--- src/rtl/conv_window_gen_pkg.sv ---
// Shared defaults, FSM state type and width helper for the KxK sliding-window generator.
package conv_window_gen_pkg;

    localparam int unsigned DefPixW   = 8;
    localparam int unsigned DefImgW   = 28;
    localparam int unsigned DefImgH   = 28;
    localparam int unsigned DefK      = 5;
    localparam int unsigned DefStride = 1;

    typedef enum logic [1:0] {
        StIdle   = 2'd0,
        StStream = 2'd1,
        StFlush  = 2'd2,
        StDone   = 2'd3
    } state_e;

    // Index width for a counter covering 0..n-1; never narrower than one bit.
    function automatic int unsigned idx_width(input int unsigned n);
        return (n > 1) ? $clog2(n) : 1;
    endfunction

endpackage

--- src/rtl/conv_window_gen_if.sv ---
// Pixel-in and window-out valid/ready streams of the window generator.
interface conv_window_gen_if #(
    parameter int unsigned PIX_W = conv_window_gen_pkg::DefPixW,
    parameter int unsigned IMG_W = conv_window_gen_pkg::DefImgW,
    parameter int unsigned IMG_H = conv_window_gen_pkg::DefImgH,
    parameter int unsigned K     = conv_window_gen_pkg::DefK
);
    import conv_window_gen_pkg::*;

    localparam int unsigned XW   = idx_width(IMG_W);
    localparam int unsigned YW   = idx_width(IMG_H);
    localparam int unsigned WinW = K * K * PIX_W;

    logic [PIX_W-1:0] pix_in;
    logic             pix_valid;
    logic             pix_ready;
    logic [WinW-1:0]  win_out;
    logic             win_valid;
    logic             win_ready;
    logic [XW-1:0]    win_x;
    logic [YW-1:0]    win_y;
    logic             win_last;

    modport master (
        output pix_in, pix_valid, win_ready,
        input  pix_ready, win_out, win_valid, win_x, win_y, win_last
    );

    modport slave (
        input  pix_in, pix_valid, win_ready,
        output pix_ready, win_out, win_valid, win_x, win_y, win_last
    );

endinterface

--- src/rtl/conv_window_gen_line_buffer.sv ---
// K-1 line buffers; one read and one shifting write per accepted pixel at column addr.
module conv_window_gen_line_buffer
    import conv_window_gen_pkg::*;
#(
    parameter int unsigned PIX_W = DefPixW,
    parameter int unsigned IMG_W = DefImgW,
    parameter int unsigned K     = DefK,
    localparam int unsigned XW   = idx_width(IMG_W)
) (
    input  logic                       clk,
    input  logic                       wr_en,
    input  logic [XW-1:0]              addr,
    input  logic [PIX_W-1:0]           pix,
    output logic [K-2:0][PIX_W-1:0]    col_out
);

    // Row 0 holds the most recent line, row K-2 the oldest.
    logic [PIX_W-1:0] mem [K-1][IMG_W];

    always_comb begin
        for (int i = 0; i < int'(K) - 1; i++) begin
            col_out[i] = mem[i][addr];
        end
    end

    always_ff @(posedge clk) begin
        if (wr_en) begin
            mem[0][addr] <= pix;
            for (int i = 1; i < int'(K) - 1; i++) begin
                mem[i][addr] <= mem[i-1][addr];
            end
        end
    end

endmodule

--- src/rtl/conv_window_gen.sv ---
// Raster-stream KxK sliding-window generator with programmable stride and valid/ready on
// both sides; holds the frame FSM, col/row counters, window shift registers and output register.
module conv_window_gen
    import conv_window_gen_pkg::*;
#(
    parameter int unsigned PIX_W  = DefPixW,
    parameter int unsigned IMG_W  = DefImgW,
    parameter int unsigned IMG_H  = DefImgH,
    parameter int unsigned K      = DefK,
    parameter int unsigned STRIDE = DefStride
) (
    input  logic                    clk,
    input  logic                    rst_n,
    input  logic                    start,
    conv_window_gen_if.slave        bus,
    output logic                    busy,
    output logic                    done
);

    localparam int unsigned XW    = idx_width(IMG_W);
    localparam int unsigned YW    = idx_width(IMG_H);
    localparam int unsigned WinW  = K * K * PIX_W;
    localparam int unsigned XLast = (IMG_W - K) / STRIDE * STRIDE;
    localparam int unsigned YLast = (IMG_H - K) / STRIDE * STRIDE;

    state_e             state_q, state_d;
    logic [XW-1:0]      col_q, col_d;
    logic [YW-1:0]      row_q, row_d;
    logic               valid_q, valid_d;
    logic [WinW-1:0]    out_q, out_d;
    logic [XW-1:0]      x_q, x_d;
    logic [YW-1:0]      y_q, y_d;
    logic               last_q, last_d;

    // Ascending dims put element (0,0) in the MSBs, matching the output packing.
    logic [0:K-1][0:K-1][PIX_W-1:0] win_q, win_d;
    logic [K-2:0][PIX_W-1:0]        lb_col;
    logic [K-1:0][PIX_W-1:0]        col_new;

    logic        pix_ready, accept, emit, last_pix;
    int unsigned col_i, row_i, x_i, y_i;

    assign pix_ready     = (state_q == StStream) && (!valid_q || bus.win_ready);
    assign accept        = pix_ready && bus.pix_valid && !start;
    assign last_pix      = accept && (col_i == IMG_W - 1) && (row_i == IMG_H - 1);
    assign col_new       = {lb_col, bus.pix_in};

    assign bus.pix_ready = pix_ready;
    assign bus.win_out   = out_q;
    assign bus.win_valid = valid_q;
    assign bus.win_x     = x_q;
    assign bus.win_y     = y_q;
    assign bus.win_last  = last_q;
    assign busy          = (state_q != StIdle);
    assign done          = (state_q == StDone);

    conv_window_gen_line_buffer #(
        .PIX_W (PIX_W),
        .IMG_W (IMG_W),
        .K     (K)
    ) u_line_buffer (
        .clk     (clk),
        .wr_en   (accept),
        .addr    (col_q),
        .pix     (bus.pix_in),
        .col_out (lb_col)
    );

    always_comb begin
        col_i = 32'(col_q);
        row_i = 32'(row_q);
        x_i   = col_i - (K - 1);
        y_i   = row_i - (K - 1);
        emit  = (col_i >= K - 1) && (row_i >= K - 1) &&
                ((x_i % STRIDE) == 0) && ((y_i % STRIDE) == 0);
    end

    // Window shift: oldest line enters the top row, the live pixel the bottom row.
    always_comb begin
        win_d = win_q;
        if (accept) begin
            for (int r = 0; r < int'(K); r++) begin
                for (int c = 0; c < int'(K) - 1; c++) begin
                    win_d[r][c] = win_q[r][c+1];
                end
                win_d[r][K-1] = col_new[int'(K) - 1 - r];
            end
        end
    end

    always_comb begin
        col_d = col_q;
        row_d = row_q;
        if (start) begin
            col_d = '0;
            row_d = '0;
        end else if (accept) begin
            if (col_i == IMG_W - 1) begin
                col_d = '0;
                row_d = (row_i == IMG_H - 1) ? '0 : row_q + 1'b1;
            end else begin
                col_d = col_q + 1'b1;
            end
        end
    end

    always_comb begin
        valid_d = valid_q;
        out_d   = out_q;
        x_d     = x_q;
        y_d     = y_q;
        last_d  = last_q;
        if (start) begin
            valid_d = 1'b0;
        end else if (accept && emit) begin
            valid_d = 1'b1;
            out_d   = win_d;
            x_d     = XW'(x_i);
            y_d     = YW'(y_i);
            last_d  = (x_i == XLast) && (y_i == YLast);
        end else if (valid_q && bus.win_ready) begin
            valid_d = 1'b0;
        end
    end

    always_comb begin
        state_d = state_q;
        if (start) begin
            state_d = StStream;
        end else begin
            unique case (state_q)
                StIdle:   state_d = StIdle;
                StStream: if (last_pix) state_d = StFlush;
                // Only the final window can still be pending once the last pixel is in.
                StFlush:  if (!valid_q || bus.win_ready) state_d = StDone;
                StDone:   state_d = StIdle;
                default:  state_d = StIdle;
            endcase
        end
    end

    always_ff @(posedge clk or negedge rst_n) begin
        if (!rst_n) begin
            state_q <= StIdle;
            col_q   <= '0;
            row_q   <= '0;
            valid_q <= 1'b0;
            out_q   <= '0;
            x_q     <= '0;
            y_q     <= '0;
            last_q  <= 1'b0;
        end else begin
            state_q <= state_d;
            col_q   <= col_d;
            row_q   <= row_d;
            valid_q <= valid_d;
            out_q   <= out_d;
            x_q     <= x_d;
            y_q     <= y_d;
            last_q  <= last_d;
        end
    end

    always_ff @(posedge clk) begin
        win_q <= win_d;
    end

endmodule

--- src/flat_wrapper.sv ---
// flat-port wrapper written by rule: the top's interface ports become plain ports
module conv_window_gen_flat import conv_window_gen_pkg::*;
#(
    parameter int unsigned PIX_W  = DefPixW,
    parameter int unsigned IMG_W  = DefImgW,
    parameter int unsigned IMG_H  = DefImgH,
    parameter int unsigned K      = DefK,
    parameter int unsigned STRIDE = DefStride
)
  (clk, rst_n, start, busy, done, bus_pix_in, bus_pix_valid, bus_win_ready, bus_pix_ready, bus_win_out, bus_win_valid, bus_win_x, bus_win_y, bus_win_last);
  conv_window_gen_if #(.PIX_W(PIX_W), .IMG_W(IMG_W), .IMG_H(IMG_H), .K(K)) bus_i ();
  input  logic clk;
  input  logic rst_n;
  input  logic start;
  output logic busy;
  output logic done;
  input wire logic [$bits(bus_i.pix_in)-1:0] bus_pix_in;
  input wire logic [$bits(bus_i.pix_valid)-1:0] bus_pix_valid;
  input wire logic [$bits(bus_i.win_ready)-1:0] bus_win_ready;
  output wire logic [$bits(bus_i.pix_ready)-1:0] bus_pix_ready;
  output wire logic [$bits(bus_i.win_out)-1:0] bus_win_out;
  output wire logic [$bits(bus_i.win_valid)-1:0] bus_win_valid;
  output wire logic [$bits(bus_i.win_x)-1:0] bus_win_x;
  output wire logic [$bits(bus_i.win_y)-1:0] bus_win_y;
  output wire logic [$bits(bus_i.win_last)-1:0] bus_win_last;
  assign bus_i.pix_in = bus_pix_in;
  assign bus_i.pix_valid = bus_pix_valid;
  assign bus_i.win_ready = bus_win_ready;
  assign bus_pix_ready = bus_i.pix_ready;
  assign bus_win_out = bus_i.win_out;
  assign bus_win_valid = bus_i.win_valid;
  assign bus_win_x = bus_i.win_x;
  assign bus_win_y = bus_i.win_y;
  assign bus_win_last = bus_i.win_last;
  conv_window_gen #(.PIX_W(PIX_W), .IMG_W(IMG_W), .IMG_H(IMG_H), .K(K), .STRIDE(STRIDE)) u_core (.clk(clk), .rst_n(rst_n), .start(start), .bus(bus_i), .busy(busy), .done(done));
endmodule
--- config.mk ---
export PLATFORM = sky130hd
export DESIGN_NAME = conv_window_gen_flat
export DESIGN_NICKNAME = d
export VERILOG_FILES = /design/src/rtl/conv_window_gen_pkg.sv /design/src/rtl/conv_window_gen_if.sv /design/src/rtl/conv_window_gen_line_buffer.sv /design/src/rtl/conv_window_gen.sv /design/src/flat_wrapper.sv
export SDC_FILE = /design/constraint.sdc
export NUM_CORES = 1
export LEC_CHECK = 0
export CORE_UTILIZATION = 26
export CTS_BUF_LIST = sky130_fd_sc_hd__clkbuf_2
export DETAILED_ROUTE_END_ITERATION = 10
export GPL_TIMING_DRIVEN = 0
export PLACE_DENSITY = 0.42
export SYNTH_ARGS = -nofsm -noshare
export SYNTH_HDL_FRONTEND = slang
export SYNTH_SLANG_ARGS = --single-unit
--- constraint.sdc ---
create_clock -name clk -period 4.9 [get_ports clk]
set_input_delay 0.735 -clock clk [delete_from_list [all_inputs] [get_ports clk]]
set_output_delay 0.735 -clock clk [all_outputs]
set_load 0.03 [all_outputs]
### After elaboration in Yosys (flattened, before gate mapping)

Memories as Yosys holds them, arrays and structs flattened.
Cells that the tools add are included.

* magnitude comparators: 4
* add/subtract/negate cells: 4
* multiplexer cells: 31
* bitwise logic cells: 2
* eq/ne operators: 9
* reductions and logical operators: 22

Operators by type and width (count)
* 2-to-1 mux 224 bit: 1
* 2-to-1 mux 200 bit: 1
* binary-select mux 8 bit (select 5 bit): 4
* 2-to-1 mux 8 bit: 9
* == test 32 x 5 -> 1 bit, second input constant: 2
* demux 8 bit (select 5 bit): 1
* 2-to-1 mux 5 bit: 7
* subtractor 5 x 3 -> 6 bit, second input constant: 2
* adder 5 x 1 -> 5 bit, second input constant: 2
* == test 5 bit, second input constant: 2
* >= comparator 5 x 3 -> 1 bit, second input constant: 2
* logical AND 1 bit: 10
* >= comparator 6 bit, second input constant: 1
* < comparator 6 x 1 -> 1 bit, second input constant: 1
* 2-to-1 mux 2 bit: 3
* != test 3 x 2 -> 1 bit, second input constant: 2
* inverter 5 -> 6 bit: 1
* case mux 2 bit (3 select lines): 1
* AND reduction 2 bit: 3
* nonzero test 2 bit: 3
* == test 2 bit, second input constant: 2
* 2-to-1 mux 1 bit: 4
* nonzero test 3 bit: 1
* == test 2 x 1 -> 1 bit, second input constant: 1
* 5 further kinds: 6

* memory bits (writable): 896
* logic and storage cells: 106
* memories: 1
* register bits: 424

Memories
* u_core.u_line_buffer.mem: words 4, bits a word 224, rd ports 4, clocked after Yosys merged registers in 0, wr ports 4, RTL line conv_window_gen_line_buffer.sv:18 `logic [PIX_W-1:0] mem [K-1][IMG_W];`

### Depth between registers and ports, before layout

* depth in word-level cells: 10
* gate-level depth with buffers: 13
* gate-level depth less buffers: 7

### By module

A second synthesis with hierarchy kept.

* cells, all modules: 2698
* area total of the unflattened synthesis: 50233.2 um2

Modules (own cells, without submodules)
* conv_window_gen_line_buffer: area an instance 34363.0 um2, cells each 1712, instances 1
* conv_window_gen: area an instance 15870.2 um2, cells each 986, instances 1

### Worst setup path before layout

OpenSTA, ideal clock, no wires.

* kind: input to register
* start point: input port bus_win_ready
* end point: memory u_core.u_line_buffer.mem[0][0] (netlist name) (enable)
* path buffers: 1
* stages: 6
* setup time: 0.421 ns
* setup slack: 1.419 ns
* data arrival time: 3.060 ns
* path through: nand2b_2 > nand3_1 > nor2_1 > buf_1 > nand2_1 > nor2_1

RTL lines
* from (decl): RTL line flat_wrapper.sv:19 `input wire logic [$bits(bus_i.win_ready)-1:0] bus_win_ready;`
* to (decl): RTL line conv_window_gen_line_buffer.sv:18

==> reports/results.txt <==
ANT nets after route: 0
Routed WL per cell: 24.2 um
total die area: 193000 um2
Synth area leaders: edfxtp_1, dfrtp_1, dfxtp_1
Initial Utilization: 26.1%
flop2flop setup slack: 260 ps
Final setup viols: 0
status: completed
post-DP HPWL: 99000 um
Core ar.: 190000 um2
initial antenna violation count: 8
First DRT Iteration DRCs: 1703
Post-Syn Area: 49700 um2
Reg clk slew, reported paths: 100 ps
Seq cells post-synth: 1320
Critical Path End Type: register
Startpoint Class: register
Buffers on Ports: 227
CP Data Required Time: 6160 ps
I/O pins: 228
P_leak: 21.6 nW
Yosys top cell by area: edfxtp_1
Final Power: 0.0253 W
synth unique cells: 52
Synth Area in Compound Gates: 3.37%
die height: 439 um
TritonCTS Buffers: 370
CTS tree: done
Clock Skew: 202 ps
Post-synth EDFFs: 896
RSZ-0062 raised after global routing: false
Mapped Cells: 2747
Hold WS: 419 ps
fin. max-slew vios: 0
worst setup margin: 262 ps
Syn Area/Cell: 18.1 um2
gr ovfl total: 0
WL final: 150000 um
Die X: 439 um
GPL Wtd Cong: 0.739
Finished Cell Area: 59700 um2
H-tree Lvls: 5
Slew @ Worst Pin: 1410 ps
Hold Vio Cnt, Final: 0
post-synthesis mux area share: 18.0%
Rel. slew slack: 6.03%
Simple-Gate Fraction of Synth Area: 2.36%
Final nets: 3440
Top FF cell, synth: edfxtp_1
final worst path period share: 94.6%
setup TNS: 0 ps
largest net degree at the start of global routing: 84
post-CTS setup buffer count: 0
largest family of logic cells by synthesized area: multiplexers
min-delay worst type: reg2reg
Post-Synth XOR/XNOR Area: 0%
worst vdd ir: 0.259 mV
vias per inst: 4.44
Place WS: 1.58 ps
min Tclk post-route: 4640 ps
area share of the largest cell type after synthesis: 54.2%
post-placement cell area: 56400 um2
Net Count, Synth: 2783
Max Clk Rate: 0.216 GHz
Power Density: 425 nW/um2
number of global-route vias before repair: 29100
Fill cells: 18900
Worst Path Class, Setup: reg2reg
Area Growth Syn to Fin: 20.2%
CP max FO: 28
FP Rows: 160
worst skew pair latency: 1760 ps
via count: 27500
Pre-antenna DRT Iters: 8
clock buffer depth: 4
share of cells above drive strength 1: 31.0%
adder-cell share of the synthesized area: 0.580%
max-cap viol count: 0
GRT Total Usage: 15.4%
sequential fraction of the synthesis area: 73.5%
root buf cell: clkbuf_2
DRC: 0
Async SR Flop Fraction: 17.0%
clk sinks: 1320
Worst Path Arrival: 5900 ps
first-pass GRT wire length: 211000 um
synth warn: 0
-- layout make-up --
cell class | instances | area [um2] | area share [%]
timing repair buffer | 285 | 3460 | 5.80
antenna | 2 | 5.00 | 0.00839
inverter | 16 | 60.1 | 0.101
sequential | 1320 | 36500 | 61.2
tap | 2511 | 3140 | 5.26
multi-input combinational | 1264 | 12300 | 20.6
clock buffer | 561 | 2810 | 4.70
clock inverter | 78 | 362 | 0.606
buffer | 147 | 1010 | 1.69
-- cell families after synthesis --
family | after synthesis
AO/OA/AOI/OAI | 257
buffers and inverters | 163
flip-flops | 1320
multiplexers | 775
AND/OR/NAND/NOR | 209
adder cells (fa/ha/maj) | 23
-- metal layers --
layer / wire length (um) / track usage [%] / up-vias / part of all wire (%)
met2: 71100 / 25.0 / 838 / 47
li1: - / - / 12300 / -
met5: 11 / 0 / - / 0.0073
met4: 4440 / 5.86 / 2 / 3.0
met3: 8660 / 3.97 / 275 / 5.8
met1: 65500 / 19.7 / 14000 / 44
-- worst max-delay path, cell delays in order (launching register included) --
cell and delay, ps:
dfrtp_1 550, buf_4 260, buf_6 160, nor3_2 720, clkbuf_1 840, a22oi_1 370
and3_1 490, inv_1 780
-- cell usage in the layout, fill, tap and decap left out, drive strengths merged, types with 33 or more instances in the layout --
cell type,Yosys,final
clkinv,0,68
nand2,46,46
mux4,57,57
dfxtp,200,200
clkbuf,21,582
mux2,380,380
o22ai,136,136
buf,126,177
edfxtp,896,896
clkdlybuf4s50,0,226
mux2i,338,338
a22oi,40,40
nand3,33,33
dfrtp,224,224
nor2,55,55
-- report_power, final --
part	internal, W	switching, W
logic	0.00157	0.00229
registers	0.0133	0.000440
clock network	0.00311	0.00466
total	0.0180	0.00739
-- what timing repair did --
| item | CTS | global route |
|---|---|---|
| endpoints found under the setup margin | 7 | 0 |
| gates resized for setup | 1 | 0 |
| hold buffers | 9 | 0 |
| hold endpoints to repair | 237 | 0 |
-- metrics by stage --
step / util [%] / std cells
final: 31.4 / 6184
after global routing: 31.4 / 6184
after CTS: 31.4 / 6182
after detailed placement: 29.7 / 5534
after global placement: 29.0 / 5485
after floorplan: - / 2747
-- sequential cells by signal (all words and copies together) (netlist names) --
signal	flops
u_core.bus.win_y	5
u_core.bus.win_last	1
u_core.bus.win_out	200
u_core.state_q	2
u_core.col_q	5
u_core.row_q	5
u_core.u_line_buffer.mem	896
u_core.win_q	200
u_core.bus.win_x	5
u_core.bus.win_valid	1
-- path summary, 6_finish.rpt --
check	endpoint	cells past startpoint	start
worst max-delay path	u_core.u_line_buffer.mem[2][19]$_DFFE_PP_	7	u_core.col_q[3]$_DFFE_PN0P_
min in group asynchronous	u_core.bus.win_out[144]$_DFFE_PN0P_	5	rst_n
max in group asynchronous	u_core.bus.win_out[16]$_DFFE_PN0P_	6	rst_n
worst max register to register	u_core.u_line_buffer.mem[2][19]$_DFFE_PP_	7	u_core.col_q[3]$_DFFE_PN0P_
worst min-delay path	u_core.win_q[102]$_DFF_P_	1	u_core.win_q[94]$_DFF_P_
worst min register to register	u_core.win_q[102]$_DFF_P_	1	u_core.win_q[94]$_DFF_P_
-- cell usage after synthesis (22+ instances only) --
library cell and n:
buf_6 41, nand2_1 46, dfrtp_1 224, nor2_1 55, ha_1 23, a22oi_1 40
edfxtp_1 896, dfxtp_1 200, buf_2 65, mux2i_1 338, mux2_1 109, o22ai_1 136
nand3_1 33, mux4_2 57, mux2_2 271, a211oi_1 22
Note: power is estimated with default switching activity, not from simulation.
